File: src/rtl/uartprobe_axi_arbiter_if.sv
// Single-beat AXI4-lite style master bus shared by the probe requesters.
// master: arbiter side, slave: fabric side.
interface uartprobe_axi_arbiter_if;
    logic [31:0] araddr;
    logic        arvalid;
    logic [2:0]  arsize;
    logic        arready;
    logic [31:0] rdata;
    logic [1:0]  rresp;
    logic        rvalid;
    logic        rready;
    logic [31:0] awaddr;
    logic        awvalid;
    logic [2:0]  awsize;
    logic        awready;
    logic [31:0] wdata;
    logic [3:0]  wstrb;
    logic        wvalid;
    logic        wready;
    logic [1:0]  bresp;
    logic        bvalid;
    logic        bready;

    modport master (
        output araddr, arvalid, arsize,
        input  arready,
        input  rdata, rresp, rvalid,
        output rready,
        output awaddr, awvalid, awsize,
        input  awready,
        output wdata, wstrb, wvalid,
        input  wready,
        input  bresp, bvalid,
        output bready
    );

    modport slave (
        input  araddr, arvalid, arsize,
        output arready,
        output rdata, rresp, rvalid,
        input  rready,
        input  awaddr, awvalid, awsize,
        output awready,
        input  wdata, wstrb, wvalid,
        output wready,
        output bresp, bvalid,
        input  bready
    );
endinterface

File: src/rtl/uartprobe_axi_arbiter.sv
// Two-requester round-robin arbiter and single-beat sequencer
// for the UART probe's AXI master port.
module uartprobe_axi_arbiter #(
    parameter bit         PRIORITY_INIT = 1'b0,
    parameter logic [2:0] AXI_SIZE      = 3'b010
) (
    input  logic        clk,
    input  logic        m_aresetn,
    input  logic        req0_valid,
    output logic        req0_ready,
    input  logic        req0_write,
    input  logic [31:0] req0_addr,
    input  logic [31:0] req0_wdata,
    input  logic [3:0]  req0_wstrb,
    output logic        rsp0_valid,
    output logic [31:0] rsp0_rdata,
    output logic [1:0]  rsp0_resp,
    input  logic        req1_valid,
    output logic        req1_ready,
    input  logic        req1_write,
    input  logic [31:0] req1_addr,
    input  logic [31:0] req1_wdata,
    input  logic [3:0]  req1_wstrb,
    output logic        rsp1_valid,
    output logic [31:0] rsp1_rdata,
    output logic [1:0]  rsp1_resp,
    output logic        busy,
    output logic        last_grant,
    uartprobe_axi_arbiter_if.master m_axi
);

    typedef enum logic [2:0] {
        S_IDLE, S_AR, S_R, S_AWW, S_B, S_RSP
    } state_t;

    state_t      state, state_d;
    logic        grant;
    logic        accept;
    logic        sel_write;
    logic        aw_hs, w_hs;
    logic        aw_done, w_done;
    logic [31:0] addr_q, wdata_q, rdata_q;
    logic [3:0]  wstrb_q;
    logic [1:0]  resp_q;
    logic        owner_q;

    // Under contention the requester not served last wins.
    always_comb begin
        grant = 1'b0;
        unique case (1'b1)
            (req0_valid && req1_valid): grant = ~last_grant;
            (req1_valid && !req0_valid): grant = 1'b1;
            default: grant = 1'b0;
        endcase
    end

    assign accept     = (state == S_IDLE) && (req0_valid || req1_valid);
    assign req0_ready = accept && !grant;
    assign req1_ready = accept && grant;
    assign sel_write  = grant ? req1_write : req0_write;
    assign aw_hs      = !aw_done && m_axi.awready;
    assign w_hs       = !w_done && m_axi.wready;

    always_ff @(posedge clk or negedge m_aresetn) begin
        if (!m_aresetn) state <= S_IDLE;
        else            state <= state_d;
    end

    always_comb begin
        state_d       = state;
        m_axi.arvalid = 1'b0;
        m_axi.rready  = 1'b0;
        m_axi.awvalid = 1'b0;
        m_axi.wvalid  = 1'b0;
        m_axi.bready  = 1'b0;
        rsp0_valid    = 1'b0;
        rsp1_valid    = 1'b0;
        case (state)
            S_IDLE: begin
                if (accept) state_d = sel_write ? S_AWW : S_AR;
            end
            S_AR: begin
                m_axi.arvalid = 1'b1;
                if (m_axi.arready) state_d = S_R;
            end
            S_R: begin
                m_axi.rready = 1'b1;
                if (m_axi.rvalid) state_d = S_RSP;
            end
            S_AWW: begin
                m_axi.awvalid = !aw_done;
                m_axi.wvalid  = !w_done;
                if ((aw_done || aw_hs) && (w_done || w_hs))
                    state_d = S_B;
            end
            S_B: begin
                m_axi.bready = 1'b1;
                if (m_axi.bvalid) state_d = S_RSP;
            end
            S_RSP: begin
                rsp0_valid = !owner_q;
                rsp1_valid = owner_q;
                state_d    = S_IDLE;
            end
            default: state_d = S_IDLE;
        endcase
    end

    always_ff @(posedge clk or negedge m_aresetn) begin
        if (!m_aresetn) begin
            addr_q     <= '0;
            wdata_q    <= '0;
            wstrb_q    <= '0;
            owner_q    <= 1'b0;
            aw_done    <= 1'b0;
            w_done     <= 1'b0;
            rdata_q    <= '0;
            resp_q     <= '0;
            last_grant <= ~PRIORITY_INIT;
        end else begin
            case (state)
                S_IDLE: if (accept) begin
                    addr_q  <= grant ? req1_addr : req0_addr;
                    wdata_q <= grant ? req1_wdata : req0_wdata;
                    wstrb_q <= grant ? req1_wstrb : req0_wstrb;
                    owner_q <= grant;
                    aw_done <= 1'b0;
                    w_done  <= 1'b0;
                end
                S_R: if (m_axi.rvalid) begin
                    rdata_q <= m_axi.rdata;
                    resp_q  <= m_axi.rresp;
                end
                S_AWW: begin
                    if (aw_hs) aw_done <= 1'b1;
                    if (w_hs)  w_done  <= 1'b1;
                end
                S_B: if (m_axi.bvalid) begin
                    rdata_q <= '0;
                    resp_q  <= m_axi.bresp;
                end
                S_RSP: last_grant <= owner_q;
                default: ;
            endcase
        end
    end

    assign busy         = (state != S_IDLE);
    assign m_axi.araddr = addr_q;
    assign m_axi.arsize = AXI_SIZE;
    assign m_axi.awaddr = addr_q;
    assign m_axi.awsize = AXI_SIZE;
    assign m_axi.wdata  = wdata_q;
    assign m_axi.wstrb  = wstrb_q;
    assign rsp0_rdata   = rdata_q;
    assign rsp1_rdata   = rdata_q;
    assign rsp0_resp    = resp_q;
    assign rsp1_resp    = resp_q;

endmodule

File: src/flat_wrapper.sv
// flat-port wrapper written by rule: the top's interface ports become plain ports
module uartprobe_axi_arbiter_flat 
#(
    parameter bit         PRIORITY_INIT = 1'b0,
    parameter logic [2:0] AXI_SIZE      = 3'b010
)
  (clk, m_aresetn, req0_valid, req0_ready, req0_write, req0_addr, req0_wdata, req0_wstrb, rsp0_valid, rsp0_rdata, rsp0_resp, req1_valid, req1_ready, req1_write, req1_addr, req1_wdata, req1_wstrb, rsp1_valid, rsp1_rdata, rsp1_resp, busy, last_grant, m_axi_araddr, m_axi_arvalid, m_axi_arsize, m_axi_arready, m_axi_rdata, m_axi_rresp, m_axi_rvalid, m_axi_rready, m_axi_awaddr, m_axi_awvalid, m_axi_awsize, m_axi_awready, m_axi_wdata, m_axi_wstrb, m_axi_wvalid, m_axi_wready, m_axi_bresp, m_axi_bvalid, m_axi_bready);
  uartprobe_axi_arbiter_if m_axi_i ();
  input  logic clk;
  input  logic m_aresetn;
  input  logic req0_valid;
  output logic req0_ready;
  input  logic req0_write;
  input  logic [31:0] req0_addr;
  input  logic [31:0] req0_wdata;
  input  logic [3:0] req0_wstrb;
  output logic rsp0_valid;
  output logic [31:0] rsp0_rdata;
  output logic [1:0] rsp0_resp;
  input  logic req1_valid;
  output logic req1_ready;
  input  logic req1_write;
  input  logic [31:0] req1_addr;
  input  logic [31:0] req1_wdata;
  input  logic [3:0] req1_wstrb;
  output logic rsp1_valid;
  output logic [31:0] rsp1_rdata;
  output logic [1:0] rsp1_resp;
  output logic busy;
  output logic last_grant;
  output wire logic [$bits(m_axi_i.araddr)-1:0] m_axi_araddr;
  output wire logic [$bits(m_axi_i.arvalid)-1:0] m_axi_arvalid;
  output wire logic [$bits(m_axi_i.arsize)-1:0] m_axi_arsize;
  input wire logic [$bits(m_axi_i.arready)-1:0] m_axi_arready;
  input wire logic [$bits(m_axi_i.rdata)-1:0] m_axi_rdata;
  input wire logic [$bits(m_axi_i.rresp)-1:0] m_axi_rresp;
  input wire logic [$bits(m_axi_i.rvalid)-1:0] m_axi_rvalid;
  output wire logic [$bits(m_axi_i.rready)-1:0] m_axi_rready;
  output wire logic [$bits(m_axi_i.awaddr)-1:0] m_axi_awaddr;
  output wire logic [$bits(m_axi_i.awvalid)-1:0] m_axi_awvalid;
  output wire logic [$bits(m_axi_i.awsize)-1:0] m_axi_awsize;
  input wire logic [$bits(m_axi_i.awready)-1:0] m_axi_awready;
  output wire logic [$bits(m_axi_i.wdata)-1:0] m_axi_wdata;
  output wire logic [$bits(m_axi_i.wstrb)-1:0] m_axi_wstrb;
  output wire logic [$bits(m_axi_i.wvalid)-1:0] m_axi_wvalid;
  input wire logic [$bits(m_axi_i.wready)-1:0] m_axi_wready;
  input wire logic [$bits(m_axi_i.bresp)-1:0] m_axi_bresp;
  input wire logic [$bits(m_axi_i.bvalid)-1:0] m_axi_bvalid;
  output wire logic [$bits(m_axi_i.bready)-1:0] m_axi_bready;
  assign m_axi_araddr = m_axi_i.araddr;
  assign m_axi_arvalid = m_axi_i.arvalid;
  assign m_axi_arsize = m_axi_i.arsize;
  assign m_axi_i.arready = m_axi_arready;
  assign m_axi_i.rdata = m_axi_rdata;
  assign m_axi_i.rresp = m_axi_rresp;
  assign m_axi_i.rvalid = m_axi_rvalid;
  assign m_axi_rready = m_axi_i.rready;
  assign m_axi_awaddr = m_axi_i.awaddr;
  assign m_axi_awvalid = m_axi_i.awvalid;
  assign m_axi_awsize = m_axi_i.awsize;
  assign m_axi_i.awready = m_axi_awready;
  assign m_axi_wdata = m_axi_i.wdata;
  assign m_axi_wstrb = m_axi_i.wstrb;
  assign m_axi_wvalid = m_axi_i.wvalid;
  assign m_axi_i.wready = m_axi_wready;
  assign m_axi_i.bresp = m_axi_bresp;
  assign m_axi_i.bvalid = m_axi_bvalid;
  assign m_axi_bready = m_axi_i.bready;
  uartprobe_axi_arbiter #(.PRIORITY_INIT(PRIORITY_INIT), .AXI_SIZE(AXI_SIZE)) u_core (.clk(clk), .m_aresetn(m_aresetn), .req0_valid(req0_valid), .req0_ready(req0_ready), .req0_write(req0_write), .req0_addr(req0_addr), .req0_wdata(req0_wdata), .req0_wstrb(req0_wstrb), .rsp0_valid(rsp0_valid), .rsp0_rdata(rsp0_rdata), .rsp0_resp(rsp0_resp), .req1_valid(req1_valid), .req1_ready(req1_ready), .req1_write(req1_write), .req1_addr(req1_addr), .req1_wdata(req1_wdata), .req1_wstrb(req1_wstrb), .rsp1_valid(rsp1_valid), .rsp1_rdata(rsp1_rdata), .rsp1_resp(rsp1_resp), .busy(busy), .last_grant(last_grant), .m_axi(m_axi_i));
endmodule
File: config.mk
export PLATFORM = sky130hd
export DESIGN_NAME = uartprobe_axi_arbiter_flat
export DESIGN_NICKNAME = d
export VERILOG_FILES = /design/src/rtl/uartprobe_axi_arbiter_if.sv /design/src/rtl/uartprobe_axi_arbiter.sv /design/src/flat_wrapper.sv
export SDC_FILE = /design/constraint.sdc
export NUM_CORES = 1
export LEC_CHECK = 0
export ABC_AREA = 1
export CORE_AREA = 3 3 143 145
export DETAILED_ROUTE_END_ITERATION = 7
export DIE_AREA = 0 0 146 148
export DONT_BUFFER_PORTS = 1
export PLACE_DENSITY = 0.41
export REMOVE_ABC_BUFFERS = 1
export SYNTH_ARGS = -nofsm -noshare
export SYNTH_HDL_FRONTEND = slang
export SYNTH_SLANG_ARGS = --single-unit
File: constraint.sdc
create_clock -name clk -period 1.7 [get_ports clk]
set_input_delay 0.51 -clock clk [delete_from_list [all_inputs] [get_ports clk]]
set_output_delay 0.51 -clock clk [all_outputs]
set_load 0.02 [all_outputs]
Word level (Yosys, flattened, before mapping)
Index checks and enable logic that the tools add are counted.
Widths: inputs -> output; s select.

storage, ports and cells
  flip-flop bits (word level) = 109
  latch bits = 0
  memory bits (writable) = 0
  memory bits (read-only) = 0
  input port bits = 183
  output and inout bits = 185
  word-level logic and storage cells = 78
  memories = 0

cells by class
  add/sub/neg operators = 0
  $mul = 0
  divide/modulo/power cells = 0
  order comparisons = 0
  eq/ne operators = 12
  shift-type cells = 0
  multiplexer cells = 30
  bitwise gates (word level) = 1
  reductions and logical operators = 25

operator list
  kind                number
  $mux 32             4
  $pmux 32 s2         1
  $mux 3              5
  $pmux 3 s5          1
  $mux 1              11
  $reduce_and 3->1    3
  $logic_and 1x1->1   8
  $ne 2x1->1 const B  4
  $eq 3x2->1 const B  2
  $eq 3x3->1 const B  2
  $mux 2              3
  $ne 2x2->1 const B  3
  $pmux 1 s2          3
  $logic_not 1->1     5
  $reduce_and 5->1    1
  $mux 4              1
  $pmux 2 s2          1
  $reduce_bool 2->1   2
  $eq 3x1->1 const B  1
  $logic_not 3->1     1
  $logic_or 1x1->1    3
  $reduce_bool 3->1   1
  $reduce_and 2->1    1
  $not 1->1           1

Logic depth before layout (Yosys ltp)
Gate-level depths: netlist (run 1).

  depth in word-level cells = 7
  gate-level depth with buffers = 9
  gate-level depth less buffers = 8

Worst setup path before layout (run 1)
OpenSTA, ideal clock, no wires.

  path kind = register -> output
  start = reg u_core.state[0]
  end = out req0_ready
  data arrival time = 1.335 ns
  data required time = 1.190 ns
  path slack = -0.145 ns
  cell stages (with the launch flop) = 7
  path buffers = 1
  cells stage by stage = dfrtp_1 -> nor2_2 -> nand2_1 -> inv_2 -> o21ai_4 -> nor2_4 -> buf_2

on the way
  word-level cells in the longest chain between the ends = 3

RTL lines
  item                    line                         source
  start, declared         uartprobe_axi_arbiter.sv:36  state_t state, state_d;
  start signal, assigned  uartprobe_axi_arbiter.sv:66  else state <= state_d;
  $logic_not 3->1         uartprobe_axi_arbiter.sv:57  assign accept = (state == S_IDLE) && (req0_valid || req1_valid);
  $logic_and 1x1->1       uartprobe_axi_arbiter.sv:57
  $logic_and 1x1->1       uartprobe_axi_arbiter.sv:58  assign req0_ready = accept && !grant;
  end, declared           flat_wrapper.sv:12           output logic req0_ready;

Every way passes these cells.

Final worst setup path (run 1)
  start = reg u_core.state[1]
  end = out req0_ready

The elaborated chain is that of the path after synthesis.

==> results of run 1 <==
-- synthesized netlist by cell type --
cell      count  area (sq um)
nor2_2        2          12.5
nand3_1      76           380
nor2_1        8          30.0
o21ai_4       1          16.3
dfstp_2       1          26.3
nand3b_1      1          7.51
inv_2         2          7.51
a31oi_1       1          6.26
o21bai_1      1          7.51
buf_4        73           548
a21boi_2      1          11.3
o21ai_0      38           190
dfrtp_1     108          2700
inv_1        52           195
clkbuf_1      7          26.3
nor2_4        1          11.3
nand2_1     265           995
buf_2        17          85.1
buf_6         2          22.5
a21oi_1       1          5.00
o21ai_1       1          5.00
nand4_1       1          6.26
conb_1        2          7.51
-- registers in the layout (all words and copies together), names as in the netlist --
name	flops
u_core.m_axi.wdata	32
u_core.m_axi.araddr	32
u_core.rsp0_resp	2
u_core.state	3
u_core.owner_q	1
u_core.aw_done	1
u_core.last_grant	1
u_core.m_axi.wstrb	4
u_core.rsp0_rdata	32
u_core.w_done	1
-- where the power goes --
part | internal, W | switching (W)
Sequential | 0.00371 | 0.00326
Clock | 0.00101 | 0.00102
Combinational | 0.00147 | 0.00222
-- final cells by class --
class | instances | area [sq um]
clock buffers | 10 | 229
clock inverters | 6 | 45.0
repair buffers | 34 | 359
inverters | 54 | 223
well taps | 265 | 332
flip-flops and latches | 109 | 2730
multi-input cells | 404 | 1800
fillers | 2097 | 13600
-- critical path, stage by stage, from the launching register on --
cell	delay (ns)
dfrtp_1	0.41
nor2_2	0.15
nand2_2	0.09
inv_2	0.08
o21ai_4	0.07
nor2_4	0.27
-- cell families after synthesis --
kind of cell,count (synthesis)
and+or+nand+nor,354
AOI/OAI and AO/OA,44
DFF,109
other,2
buffers and inverters,153
-- worst max path at each step --
| stage | startpoint | to | slack, ns |
|---|---|---|---|
| floorplan | u_core.state[0] | req1_ready | -1.00 |
| global placement | req0_valid | u_core.m_axi.wstrb[2] | 0.10 |
| detailed placement | req0_valid | u_core.m_axi.wstrb[2] | 0.03 |
| CTS | u_core.last_grant | req0_ready | -0.25 |
| global route | u_core.state[1] | req1_ready | -0.30 |
| finish | u_core.state[1] | req0_ready | -0.23 |
-- metrics by stage --
stage | TNS [ns] | worst slack (ns)
after floorplan | -56.30 | -1.00
after global placement | 0 | 0.103
after detailed placement | 0 | 0.0332
after CTS | -1.24 | -0.254
after global routing | -2.32 | -0.300
final | -1.18 | -0.226
-- metal layers --
layer / vias to the layer above / GRT usage (%) / share of wire, %
met5: - / 0 / 0
li1: 1867 / - / -
met1: 1907 / 16.6 / 38
met3: 15 / 5.86 / 11
met2: 262 / 24.4 / 50
met4: 0 / 4.84 / 1.4
-- timing repair --
action | CTS | global route
resized for setup | 30 | 18
endpoints found under the setup margin | 9 | 28
pin swaps | 4 | 7
buffers inserted | 9 | 6
endpoints found under the hold margin | 109 | 109
==> impl_metrics.xml, run 1 <==
<?xml version="1.0" encoding="UTF-8"?>
<metrics>
  <group name="worst_setup_path">
    <metric name="reg2regPathDepth" unit="">7</metric>
    <metric name="rr_startpoint" unit="">u_core.state[2]</metric>
    <metric name="regToRegEndpoint" unit="">u_core.m_axi.wdata[6]</metric>
    <metric name="start_kind" unit="">flip-flop</metric>
    <metric name="slack_of_the_worst_reg_to_reg_path" unit="ns">0.11</metric>
    <metric name="crit_path_max_fanout" unit="">3</metric>
    <metric name="worst_ep_required_time" unit="ns">1.19</metric>
    <metric name="timing.critical_path.to_type" unit="">primary output</metric>
    <metric name="cp.arrival" unit="ns">1.42</metric>
    <metric name="setup.worst_path.class" unit="">reg -&gt; out</metric>
  </group>
  <group name="power">
    <metric name="finalPower" unit="W">0.0127</metric>
    <metric name="total_leakage_power" unit="nW">2.72</metric>
    <metric name="vdd_ir_drop_max" unit="V">0.000765</metric>
    <metric name="power-per-cell-area" unit="mW/mm^2">2220</metric>
  </group>
  <group name="grt">
    <metric name="grt_max_degree" unit="">110</metric>
    <metric name="grt_use_total" unit="%">14.4</metric>
    <metric name="grt_pass1_vias" unit="">4092</metric>
    <metric name="number_of_antenna_violations_at_the_first_check_in_global_routing" unit="">0</metric>
    <metric name="grt_first_pass_wirelength" unit="mm">24.3</metric>
    <metric name="grt_overflow" unit="">0</metric>
  </group>
  <group name="timing">
    <metric name="period_needed" unit="ns">1.93</metric>
    <metric name="maxClockFrequency" unit="GHz">0.519</metric>
    <metric name="timing.final.ws_setup" unit="ns">-0.226</metric>
    <metric name="hold_viol_final" unit="">108</metric>
    <metric name="rsz0062_at_grt" unit="">true</metric>
    <metric name="period_share" unit="%">113</metric>
    <metric name="slew-limit-headroom" unit="%">55.2</metric>
    <metric name="finalSetupViolCount" unit="">9</metric>
    <metric name="max_slew.worst_pin.slew" unit="ns">0.672</metric>
    <metric name="slew_viols_final" unit="">0</metric>
    <metric name="hold_slack" unit="ns">-0.167</metric>
    <metric name="worst_clock_skew" unit="ns">0.0170</metric>
  </group>
  <group name="cts">
    <metric name="ctsHtreeMaxLevel" unit="">3</metric>
    <metric name="tritoncts_clock_tree" unit="">done</metric>
    <metric name="cts_root_buf" unit="">clkbuf_16</metric>
    <metric name="cts_made_buffers" unit="">9</metric>
    <metric name="clock_insertion_delay_worst_skew" unit="ns">0.36</metric>
    <metric name="clk_pin_slew" unit="ns">0.09</metric>
    <metric name="cts.sink_count" unit="">109</metric>
    <metric name="cts-root-to-sink-buffers" unit="">2</metric>
  </group>
  <group name="yosys">
    <metric name="post_synth_num_cell_types" unit="">23</metric>
    <metric name="synth_area" unit="sq mm">0.00531</metric>
    <metric name="synth_top_family_by_area" unit="">simple AND/OR/NAND/NOR gates</metric>
    <metric name="ys_warnings" unit="">0</metric>
    <metric name="yosysSeqAreaShare" unit="%">51.4</metric>
    <metric name="post_synth_and_or_nand_nor_area_fraction" unit="%">27.2</metric>
    <metric name="netlist_instances" unit="">662</metric>
    <metric name="synth-compound-area-share" unit="%">4.55</metric>
    <metric name="ys_ff_latch" unit="">109</metric>
    <metric name="synth_xor_xnor_area_share" unit="%">0</metric>
    <metric name="yosys.area_share.adder" unit="%">0</metric>
    <metric name="syn_avg_cell_area" unit="sq um">8.01</metric>
    <metric name="muxShareOfSynthArea" unit="%">0</metric>
  </group>
  <group name="floorplan">
    <metric name="chipWidth" unit="um">146</metric>
    <metric name="initial_core_util" unit="%">27.4</metric>
    <metric name="area_of_the_core" unit="sq mm">0.0193</metric>
    <metric name="fp.dieArea" unit="sq mm">0.0216</metric>
    <metric name="core.rowCount" unit="">51</metric>
    <metric name="die_span_in_y" unit="um">148</metric>
    <metric name="io_pins" unit="">368</metric>
  </group>
  <group name="drt">
    <metric name="detailroute.via_count" unit="">4051</metric>
    <metric name="drt-pass1-iter-count" unit="">4</metric>
    <metric name="drc_errors" unit="">0</metric>
    <metric name="sum_of_routed_wire_length_over_all_layers" unit="mm">16.1</metric>
    <metric name="detail_route.wl_per_cell" unit="um">18.3</metric>
    <metric name="detail-route-antenna-nets" unit="">0</metric>
    <metric name="routed_via_density" unit="">4.59</metric>
    <metric name="detail_route.iter0.violations" unit="">182</metric>
  </group>
  <group name="min_path">
    <metric name="timing.hold.worst.class" unit="">in -&gt; async</metric>
  </group>
  <group name="final_layout">
    <metric name="finalNetCount" unit="">795</metric>
    <metric name="post-route-cell-area" unit="sq mm">0.00572</metric>
    <metric name="layout.cells.most_common_list" unit="">260 x nand2_1, 108 x dfrtp_1, 74 x nand3_1, 46 x inv_1, 38 x o21ai_0</metric>
    <metric name="layout.cells.non_filler" unit="">882</metric>
    <metric name="layout_commonest_cell" unit="">nand2_1</metric>
    <metric name="syn_to_final_growth" unit="%">7.74</metric>
    <metric name="fin_util" unit="%">29.6</metric>
    <metric name="fraction_of_layout_cells_with_a_size_suffix_above_1" unit="%">12.3</metric>
    <metric name="antennaDiodeCount" unit="">0</metric>
  </group>
  <group name="place">
    <metric name="buffer_ports.inserted" unit="">0</metric>
    <metric name="gp_routability_congestion" unit="">0.850</metric>
    <metric name="detailed_place_hpwl" unit="mm">12.0</metric>
    <metric name="dp_cells" unit="">855</metric>
    <metric name="instance_area_at_placement" unit="sq mm">0.00521</metric>
  </group>
  <group name="run">
    <metric name="timing.max_cap.violations" unit="">0</metric>
  </group>
  <group name="run_status">
    <metric name="failed_checks" unit="">negative hold slack, negative setup slack</metric>
    <metric name="outcome" unit="">finished with violations</metric>
  </group>
</metrics>
Note: power is estimated with default switching activity, not from simulation.
==> run 2: changes to the inputs <==
- CORE_AREA: 3 3 143 145 -> 2 2 142 144
- DIE_AREA: 0 0 146 148 -> 0 0 144 146
==> run 2 against run 1 <==
Effect of this change:
- the run still ends with negative hold slack, negative setup slack left
- critical path depth grew 1
- wire length grew 1.2%
- via count rose by 2.1%
- register-to-register slack got worse by 0.07 ns
- final cell count grew 1.1%
- core utilization increased by 0.94 points
- clock power about the same
- design area grew 3.2%
- first-iteration DRC count is 10% higher
- combinational power increased by 7.3%
- clock skew decreased by 0.0034 ns
- critical path type unchanged
==> impl_metrics.xml, run 2 (synthesized netlist as in run 1, its figures left out) <==
<?xml version="1.0" encoding="UTF-8"?>
<metrics>
  <group name="timing">
    <metric name="period_needed" unit="ns">1.95</metric>
    <metric name="worst_clock_skew" unit="ns">0.0136</metric>
    <metric name="hold_viol_final" unit="">108</metric>
    <metric name="hold_slack" unit="ns">-0.155</metric>
    <metric name="slew_viols_final" unit="">0</metric>
    <metric name="rsz0062_at_grt" unit="">true</metric>
    <metric name="finalSetupViolCount" unit="">9</metric>
    <metric name="maxClockFrequency" unit="GHz">0.513</metric>
    <metric name="timing.final.ws_setup" unit="ns">-0.249</metric>
    <metric name="period_share" unit="%">115</metric>
  </group>
  <group name="final_layout">
    <metric name="layout.cells.most_common_list" unit="">260 x nand2_1, 108 x dfrtp_1, 74 x nand3_1, 46 x inv_1, 38 x o21ai_0</metric>
    <metric name="seq_area" unit="sq mm">0.00273</metric>
    <metric name="layout_commonest_cell" unit="">nand2_1</metric>
    <metric name="finalNetCount" unit="">805</metric>
    <metric name="fraction_of_layout_cells_with_a_size_suffix_above_1" unit="%">13.7</metric>
    <metric name="fin_util" unit="%">30.5</metric>
    <metric name="post-route-cell-area" unit="sq mm">0.00590</metric>
    <metric name="antennaDiodeCount" unit="">0</metric>
    <metric name="layout_fillers" unit="">2067</metric>
    <metric name="syn_to_final_growth" unit="%">11.2</metric>
    <metric name="multi_input_area" unit="sq mm">0.00182</metric>
  </group>
  <group name="grt">
    <metric name="grt_pass1_vias" unit="">4108</metric>
    <metric name="grt_overflow" unit="">0</metric>
    <metric name="grt_use_total" unit="%">14.9</metric>
    <metric name="number_of_antenna_violations_at_the_first_check_in_global_routing" unit="">0</metric>
    <metric name="grt_first_pass_wirelength" unit="mm">23.7</metric>
    <metric name="grt_max_degree" unit="">110</metric>
  </group>
  <group name="drt">
    <metric name="detailroute.via_count" unit="">4136</metric>
    <metric name="sum_of_routed_wire_length_over_all_layers" unit="mm">16.3</metric>
    <metric name="drc_errors" unit="">0</metric>
    <metric name="drt-pass1-iter-count" unit="">4</metric>
    <metric name="detail_route.wl_per_cell" unit="um">18.3</metric>
    <metric name="detail-route-antenna-nets" unit="">0</metric>
    <metric name="routed_via_density" unit="">4.64</metric>
    <metric name="detail_route.iter0.violations" unit="">201</metric>
  </group>
  <group name="power">
    <metric name="power-per-cell-area" unit="mW/mm^2">2210</metric>
    <metric name="vdd_ir_drop_max" unit="V">0.000938</metric>
    <metric name="finalPower" unit="W">0.0131</metric>
    <metric name="total_leakage_power" unit="nW">2.80</metric>
  </group>
  <group name="cts">
    <metric name="cts_root_buf" unit="">clkbuf_16</metric>
    <metric name="clk_pin_slew" unit="ns">0.08</metric>
    <metric name="cts.sink_count" unit="">109</metric>
    <metric name="cts_made_buffers" unit="">9</metric>
    <metric name="clock_insertion_delay_worst_skew" unit="ns">0.35</metric>
    <metric name="ctsHtreeMaxLevel" unit="">3</metric>
    <metric name="tritoncts_clock_tree" unit="">done</metric>
    <metric name="cts-root-to-sink-buffers" unit="">2</metric>
  </group>
  <group name="place">
    <metric name="buffer_ports.inserted" unit="">0</metric>
    <metric name="gp_routability_congestion" unit="">0.813</metric>
    <metric name="detailed_place_hpwl" unit="mm">11.7</metric>
    <metric name="pre_cts_ws" unit="ns">-0.00601</metric>
    <metric name="instance_area_at_placement" unit="sq mm">0.00523</metric>
  </group>
  <group name="floorplan">
    <metric name="die_span_in_y" unit="um">146</metric>
    <metric name="chipWidth" unit="um">144</metric>
    <metric name="area_of_the_core" unit="sq mm">0.0193</metric>
    <metric name="io_pins" unit="">368</metric>
    <metric name="initial_core_util" unit="%">27.4</metric>
    <metric name="core.rowCount" unit="">51</metric>
    <metric name="fp.dieArea" unit="sq mm">0.0210</metric>
  </group>
  <group name="worst_setup_path">
    <metric name="cp.arrival" unit="ns">1.44</metric>
    <metric name="setup.worst_path.class" unit="">reg -&gt; out</metric>
    <metric name="start_kind" unit="">flip-flop</metric>
    <metric name="crit_path_max_fanout" unit="">3</metric>
    <metric name="timing.critical_path.to_type" unit="">primary output</metric>
    <metric name="worst_ep_required_time" unit="ns">1.19</metric>
  </group>
  <group name="run">
    <metric name="timing.max_cap.violations" unit="">0</metric>
  </group>
  <group name="min_path">
    <metric name="timing.hold.worst.class" unit="">in -&gt; async</metric>
  </group>
  <group name="run_status">
    <metric name="outcome" unit="">finished with violations</metric>
    <metric name="failed_checks" unit="">negative hold slack, negative setup slack</metric>
  </group>
</metrics>
run 2: changes by cell type in the layout (fill, tap and decap cells not counted), moves of 2 or more:
cell and change:
bufbuf_16 +3, nor2_4 +3, nor2_2 -3, clkinv_2 -2, buf_4 +7, clkinv_4 +2, nand2_4 -2
run 2: critical path: stages (launching register included):
cell	delay (ns)
dfrtp_1	0.41
buf_4	0.15
buf_6	0.12
inv_6	0.06
nand3_4	0.11
nor2_4	0.12
buf_6	0.12
run 2: area by class of cell:
class	count	share of cell area, %
sequential	109	46.3
multi-input combinational	404	30.8
inverter	54	3.78
timing repair buffer	44	8.64
clock buffer	11	4.12
tap	265	5.62
clock inverter	5	0.743
run 2: metal layers:
layer,wire length (um),global-route usage [%]
met5,0,0
met4,356,4.66
met3,1610,5.26
met2,8420,26.9
met1,5950,16.1
run 2: repair_timing:
item	CTS	global route
pin swaps	6	10
gates resized for setup	21	29
setup endpoints to repair	30	26
cloned	3	0
setup buffers	9	7
hold endpoints to repair	109	108
run 2: path summary, 6_finish.rpt:
path | end | start | slack [ns] | cells past startpoint
min reg2reg | u_core.aw_done | u_core.aw_done | 0.60 | 2
max | rsp0_valid | u_core.state[1] | -0.25 | 6
max in group asynchronous | u_core.last_grant | m_aresetn | 1.54 | 0
min | u_core.rsp0_rdata[5] | m_aresetn | -0.16 | 0
min in group clk | u_core.m_axi.araddr[28] | req0_addr[28] | 0.27 | 2
max reg2reg | u_core.rsp0_rdata[10] | u_core.state[1] | 0.04 | 9
run 2: where the power goes:
part           switching (W)  total, W  internal, W
clock network        0.00102   0.00207      0.00106
registers            0.00330   0.00702      0.00371
logic                0.00226   0.00396      0.00170
total                0.00658    0.0131      0.00647
run 2: per-stage QoR:
| step | setup TNS, ns | cells |
|---|---|---|
| after floorplan | -56.30 | 567 |
| after global placement | 0 | 857 |
| after detailed placement | -0.00601 | 857 |
| after CTS | -1.46 | 885 |
| after global routing | -4.75 | 892 |
| final | -1.96 | 892 |
